<file path="src/rtl/regfile_wb_pkg.sv">
// Shared types and constants for the register-file writeback scheduler.
package regfile_wb_pkg;

  localparam int XLEN     = 32;
  localparam int NUM_REGS = 32;
  localparam int RD_W     = 5;

  localparam logic [RD_W-1:0] REG_ZERO = 5'd0;

  typedef struct packed {
    logic [RD_W-1:0] rd;
    logic [XLEN-1:0] value;
  } wb_entry_t;

  localparam wb_entry_t WB_NONE = '{rd: REG_ZERO, value: '0};

  function automatic logic rd_writes(input logic [RD_W-1:0] rd);
    return rd != REG_ZERO;
  endfunction

endpackage

</file>
<file path="src/rtl/wb_fifo.sv">
// Small synchronous FIFO of writeback entries; head is readable combinationally
// so an entry accepted in one cycle can be selected in the next.
module wb_fifo
  import regfile_wb_pkg::*;
#(
  parameter int DEPTH = 2
) (
  input  logic                       clk_i,
  input  logic                       rst_ni,
  input  logic                       push,
  input  wb_entry_t                  push_data,
  input  logic                       pop,
  output wb_entry_t                  head,
  output logic                       full,
  output logic                       empty,
  output logic [$clog2(DEPTH):0]     count
);

  localparam int AW = $clog2(DEPTH);
  localparam int CW = AW + 1;
  localparam logic [CW-1:0] DEPTH_C = CW'(DEPTH);

  wb_entry_t       mem_reg [DEPTH];
  logic [AW-1:0]   wr_ptr_reg, wr_ptr_next;
  logic [AW-1:0]   rd_ptr_reg, rd_ptr_next;
  logic [CW-1:0]   count_reg, count_next;
  logic            do_push, do_pop;

  assign full    = (count_reg == DEPTH_C);
  assign empty   = (count_reg == '0);
  assign count   = count_reg;
  assign head    = mem_reg[rd_ptr_reg];
  assign do_push = push && !full;
  assign do_pop  = pop && !empty;

  // Power-of-two depth lets the pointers wrap by plain overflow.
  always_comb begin
    wr_ptr_next = wr_ptr_reg;
    rd_ptr_next = rd_ptr_reg;
    count_next  = count_reg;
    if (do_push) wr_ptr_next = wr_ptr_reg + 1'b1;
    if (do_pop)  rd_ptr_next = rd_ptr_reg + 1'b1;
    case ({do_push, do_pop})
      2'b10:   count_next = count_reg + 1'b1;
      2'b01:   count_next = count_reg - 1'b1;
      default: count_next = count_reg;
    endcase
  end

  always_ff @(posedge clk_i or negedge rst_ni) begin
    if (!rst_ni) begin
      wr_ptr_reg <= '0;
      rd_ptr_reg <= '0;
      count_reg  <= '0;
    end else begin
      wr_ptr_reg <= wr_ptr_next;
      rd_ptr_reg <= rd_ptr_next;
      count_reg  <= count_next;
    end
  end

  always_ff @(posedge clk_i) begin
    if (do_push) mem_reg[wr_ptr_reg] <= push_data;
  end

endmodule

</file>
<file path="src/rtl/regfile_wb_sched.sv">
// Merges two pipe writebacks and a buffered long-latency stream onto the two
// register-file write ports, and tracks destinations awaiting long-latency data.
module regfile_wb_sched
  import regfile_wb_pkg::*;
#(
  parameter int SUPPORT_DUAL_ISSUE = 1,
  parameter int FIFO_DEPTH         = 2
) (
  input  logic                clk_i,
  input  logic                rst_ni,
  input  logic [RD_W-1:0]     wb0_rd_i,
  input  logic [XLEN-1:0]     wb0_value_i,
  input  logic [RD_W-1:0]     wb1_rd_i,
  input  logic [XLEN-1:0]     wb1_value_i,
  input  logic                ll_valid_i,
  input  logic [RD_W-1:0]     ll_rd_i,
  input  logic [XLEN-1:0]     ll_value_i,
  output logic                ll_ready_o,
  input  logic                alloc_i,
  input  logic [RD_W-1:0]     alloc_rd_i,
  output logic [NUM_REGS-1:0] busy_o,
  output logic [RD_W-1:0]     rd0_o,
  output logic [XLEN-1:0]     rd0_value_o,
  output logic [RD_W-1:0]     rd1_o,
  output logic [XLEN-1:0]     rd1_value_o
);

  localparam int CW = $clog2(FIFO_DEPTH) + 1;

  wb_entry_t         wb1_eff;
  wb_entry_t         fifo_head;
  wb_entry_t         fifo_in;
  logic              fifo_full, fifo_empty, fifo_push, fifo_pop;
  logic [CW-1:0]     fifo_count;
  logic              head_hazard, drain_p0, drain_p1;
  wb_entry_t         port0_reg, port0_next;
  wb_entry_t         port1_reg, port1_next;
  logic [NUM_REGS-1:1] busy_reg, busy_next;

  // Single-issue builds never see pipe1, so port 1 is reserved for the FIFO.
  generate
    if (SUPPORT_DUAL_ISSUE != 0) begin : g_dual
      assign wb1_eff = '{rd: wb1_rd_i, value: wb1_value_i};
    end else begin : g_single
      assign wb1_eff = WB_NONE;
    end
  endgenerate

  assign ll_ready_o = (fifo_count < CW'(FIFO_DEPTH));
  assign fifo_in    = '{rd: ll_rd_i, value: ll_value_i};
  // Results for x0 are accepted but never occupy an entry.
  assign fifo_push  = ll_valid_i && !fifo_full && rd_writes(ll_rd_i);

  wb_fifo #(
    .DEPTH(FIFO_DEPTH)
  ) u_fifo (
    .clk_i     (clk_i),
    .rst_ni    (rst_ni),
    .push      (fifo_push),
    .push_data (fifo_in),
    .pop       (fifo_pop),
    .head      (fifo_head),
    .full      (fifo_full),
    .empty     (fifo_empty),
    .count     (fifo_count)
  );

  // A head matching a same-cycle pipe write waits so the pipe value lands alone.
  assign head_hazard = (rd_writes(wb0_rd_i) && fifo_head.rd == wb0_rd_i) ||
                       (rd_writes(wb1_eff.rd) && fifo_head.rd == wb1_eff.rd);

  assign drain_p0 = !fifo_empty && !head_hazard && !rd_writes(wb0_rd_i);
  assign drain_p1 = !fifo_empty && !head_hazard && rd_writes(wb0_rd_i) &&
                    !rd_writes(wb1_eff.rd);
  assign fifo_pop = drain_p0 || drain_p1;

  always_comb begin
    port0_next = WB_NONE;
    port1_next = WB_NONE;
    if (rd_writes(wb0_rd_i)) begin
      port0_next = '{rd: wb0_rd_i, value: wb0_value_i};
    end else if (drain_p0) begin
      port0_next = fifo_head;
    end
    if (rd_writes(wb1_eff.rd)) begin
      port1_next = wb1_eff;
    end else if (drain_p1) begin
      port1_next = fifo_head;
    end
  end

  always_ff @(posedge clk_i or negedge rst_ni) begin
    if (!rst_ni) begin
      port0_reg <= WB_NONE;
      port1_reg <= WB_NONE;
    end else begin
      port0_reg <= port0_next;
      port1_reg <= port1_next;
    end
  end

  // Per-register scoreboard bit; a new allocation outranks a same-cycle drain.
  generate
    for (genvar gi = 1; gi < NUM_REGS; gi++) begin : g_busy
      logic set_bit, clr_bit;
      assign set_bit = alloc_i && (alloc_rd_i == RD_W'(gi));
      assign clr_bit = fifo_pop && (fifo_head.rd == RD_W'(gi));

      always_comb begin
        busy_next[gi] = busy_reg[gi];
        if (set_bit)      busy_next[gi] = 1'b1;
        else if (clr_bit) busy_next[gi] = 1'b0;
      end

      always_ff @(posedge clk_i or negedge rst_ni) begin
        if (!rst_ni) busy_reg[gi] <= 1'b0;
        else         busy_reg[gi] <= busy_next[gi];
      end
    end
  endgenerate

  assign busy_o      = {busy_reg, 1'b0};
  assign rd0_o       = port0_reg.rd;
  assign rd0_value_o = port0_reg.value;
  assign rd1_o       = port1_reg.rd;
  assign rd1_value_o = port1_reg.value;

endmodule

</file>
<file path="config.mk">
export PLATFORM = sky130hd
export DESIGN_NAME = regfile_wb_sched
export DESIGN_NICKNAME = d
export VERILOG_FILES = /design/src/rtl/regfile_wb_pkg.sv /design/src/rtl/wb_fifo.sv /design/src/rtl/regfile_wb_sched.sv
export SDC_FILE = /design/constraint.sdc
export NUM_CORES = 1
export LEC_CHECK = 0
export BUFFER_PORTS_ARGS = -buffer_cell sky130_fd_sc_hd__buf_2
export CORE_ASPECT_RATIO = 0.6
export CORE_MARGIN = 2
export CORE_UTILIZATION = 51
export CTS_CLUSTER_SIZE = 12
export DETAILED_ROUTE_END_ITERATION = 16
export PLACE_DENSITY = 0.77
export RECOVER_POWER = 25
export SYNTH_ARGS = -nofsm -noshare
export SYNTH_HDL_FRONTEND = slang
export SYNTH_SLANG_ARGS = --single-unit
</file>
<file path="constraint.sdc">
create_clock -name clk_i -period 3.09 [get_ports clk_i]
set_input_delay 0.4635 -clock clk_i [delete_from_list [all_inputs] [get_ports clk_i]]
set_output_delay 0.4635 -clock clk_i [all_outputs]
set_load 0.01 [all_outputs]
</file>
==> impl_metrics.yaml <==
status:
  outcome: "finished, violations left"
  violations: "max-slew violations"
power:
  p_leak_uw: 0.00397
  p_sw_uw: 2310
  totalPowerFinal_uw: 7130
  swShare: 0.325
  clkPwrFrac: 0.306
  powerDensity_nw_per_um2: 782
  ir_worst_vdd_mv: 0.442
  comb_power_share: 0.241
  internal-power_uw: 4820
  seq_power_share: 0.452
worst_setup_path:
  r2r_end: "rd0_value_o[14]"
  cp_data_required_time_ps: 3350
  path_depth: 8
  crit_path_start_kind: "flip-flop"
  path_cells: "mux2i_2 -> xnor2_1 -> nor4_2 -> nand3_2 -> buf_4 -> nand2_1 -> buf_4 -> o31ai_1"
  max_stage_delay_ps: 570
  cp_max_fo: 34
  cp-end-kind: "flip-flop"
  critPathSlowestCell: "mux2i_2"
  crit_top_cell: "buf_4"
  path_delay_family: "buffers and inverters"
  worst-path-buf-inv: 2
  reg2reg_from: "u_fifo.rd_ptr_reg"
  rr_worst_depth: 8
  path_class: "reg2reg"
  critPathArrivalTime_ps: 3010
  regToRegSetupSlack_ps: 340
synth:
  synth_edf_count: 74
  ys_seq_elements: 183
  synthCells: 532
  synth_cell_types: 40
  ys_seq_area_frac: 0.687
  synthArstFlopShare: 0.596
  syn-num-nets: 653
  syn_area_sq_um: 7200
  synthFlopType: "dfrtp_1"
  avgSynthCellArea_sq_um: 13.5
  synth.yosys.warnings: 0
floorplanning:
  die_h_microns: 96.1
  die_w_microns: 157
  io_pins: 227
  dieArea_sq_um: 15100
  placementRows: 33
  core-area_sq_um: 13700
  start_util: 0.525
routing:
  wire_per_inst_microns: 19.7
  drt_pass1_iterations: 6
  wl_mm: 18.9
  vias_per_cell: 5.51
  drc: 0
  ant_nets: 0
  num_vias: 5287
  drt_iter0_markers: 580
hold_path:
  hold_start: "ll_value_i[11]"
  worstHoldPathType: "in2reg"
  holdPathEnd: "u_fifo.mem_reg[1][11]"
  min_path_cells: 1
finish:
  design_area_sq_um: 9120
  fill_cells: 1035
  drive_gt1_frac: 0.339
  largest_reg_flops: 74
  area.growth.synth_to_final_pct: 26.6
  num-nets-final: 875
timing:
  tightest_slew_ps: 1500
  slew_violations: 21
  period_needed_ps: 2750
  setup_viol: 0
  rsz0062_at_grt: "no"
  relSlewSlack: -0.000487
  finClkSkew_ps: 11.0
  setup-tns-final_ps: 0
  fin_crit_sh: 0.890
  finalHoldViolations: 0
  clock.fmax_mhz: 364
global_route:
  grt_pass1_wl_mm: 29.0
  grt_use_total: 0.259
  grt_pass1_vias: 5293
  grt_max_degree: 65
  antenna_found_initial: 0
  grt-ovfl-total: 0
clock_tree:
  cts-resized-gates: 0
  clockRootBuffer: "clkbuf_16"
  cts_sinks: 183
  cts.clk_slew.worst_paths_ps: 80
  max-clock-path-buffers: 2
  h-tree-depth: 4
  cts_tree: "built"
  post-cts-setup-buffer-count: 0
  hold_buffers: 0
  clk_latency_ps: 420
  cts_buffers: 17
placement:
  hpwl_mm: 13.5
  placed_area_sq_um: 8530
  portBuffers: 225
  finalWeightedCongestion: 0.893
run:
  max_cap_viol_count: 0
==> per-stage QoR <==
step	util	hold WS, ps	setup WS (ps)	cells
3_5_place_dp	0.622	469	386	927
4_1_cts	0.667	118	378	959
6_report	0.665	227	340	960
2_1_floorplan	-	168	321	532
3_3_place_gp	0.622	473	582	927
5_1_grt	0.665	211	142	959
==> final cells by class <==
type	count	area (sq um)	share of cell area
well taps	192	240	0.0263
diodes	1	2.50	0.000274
repair buffers	235	1190	0.131
multi-input cells	313	2110	0.232
clock buffers	17	425	0.0467
inverters	4	15.0	0.00165
clock inverters	15	183	0.0200
flip-flops and latches	183	4950	0.543
==> cell families (layout without fill, tap and decap cells) <==
family | after synthesis | count (layout) | share of synthesized area
flops | 183 | 183 | 0.687
compound gates | 108 | 108 | 0.108
buf+inv | 36 | 271 | 0.0221
simple gates | 151 | 151 | 0.104
fa+ha+maj | 1 | 1 | 0.00174
xor+xnor | 15 | 15 | 0.0182
mux | 37 | 37 | 0.0589
other cells | 1 | 2 | 0.000521
==> synthesized netlist by cell type (5+ instances only) <==
library cell,n,area share
nand2_1,72,0.038
o21ai_1,25,0.017
o21bai_1,9,0.0094
o21ai_0,8,0.0056
mux2i_1,32,0.044
o2bb2ai_1,16,0.019
edfxtp_1,74,0.31
nor2_1,15,0.0078
dfrtp_1,109,0.38
clkbuf_1,20,0.010
buf_2,10,0.0069
nand4_1,33,0.029
nor2b_1,5,0.0043
o31ai_1,32,0.033
a22o_1,11,0.013
xnor2_1,13,0.016
==> power groups by stage <==
stage	registers (uW)	clock network, uW	logic [uW]
floorplan	3300	0	1040
global placement	3250	0	1650
detailed placement	3270	0	1710
CTS	3220	2220	1730
global route	3260	2330	1860
finish	3230	2180	1720
==> routing by layer <==
metal / GRT usage / vias up / share of wire
met3: 0.0437 / 24 / 0.080
met1: 0.368 / 2581 / 0.43
met2: 0.411 / 256 / 0.48
met5: 0 / - / 0
met4: 0.0879 / 0 / 0.015
li1: - / 2426 / -
==> layout by cell type, fill, tap and decap left out, types with 13 or more instances in the layout <==
cell and n:
buf_2 205, dfrtp_1 108, edfxtp_1 74, nand2_1 71
nand4_1 33, mux2i_1 32, o31ai_1 32, o21ai_1 25
clkbuf_1 19, clkbuf_16 17, o2bb2ai_1 16, nor2_1 13
xnor2_1 13
==> how the worst max path moves through the flow <==
| stage | from | to | slack [ps] |
|---|---|---|---|
| 6_report | u_fifo.rd_ptr_reg | rd0_value_o[14] | 340 |
| 5_1_grt | u_fifo.rd_ptr_reg | rd0_value_o[5] | 140 |
| 4_1_cts | u_fifo.rd_ptr_reg | rd0_value_o[5] | 380 |
| 3_5_place_dp | u_fifo.rd_ptr_reg | rd0_value_o[21] | 390 |
| 3_3_place_gp | u_fifo.rd_ptr_reg | rd0_value_o[8] | 580 |
| 2_1_floorplan | ll_rd_i[3] | u_fifo.mem_reg[0][0] | 320 |
No activity file was read; power rests on OpenSTA's default activity.
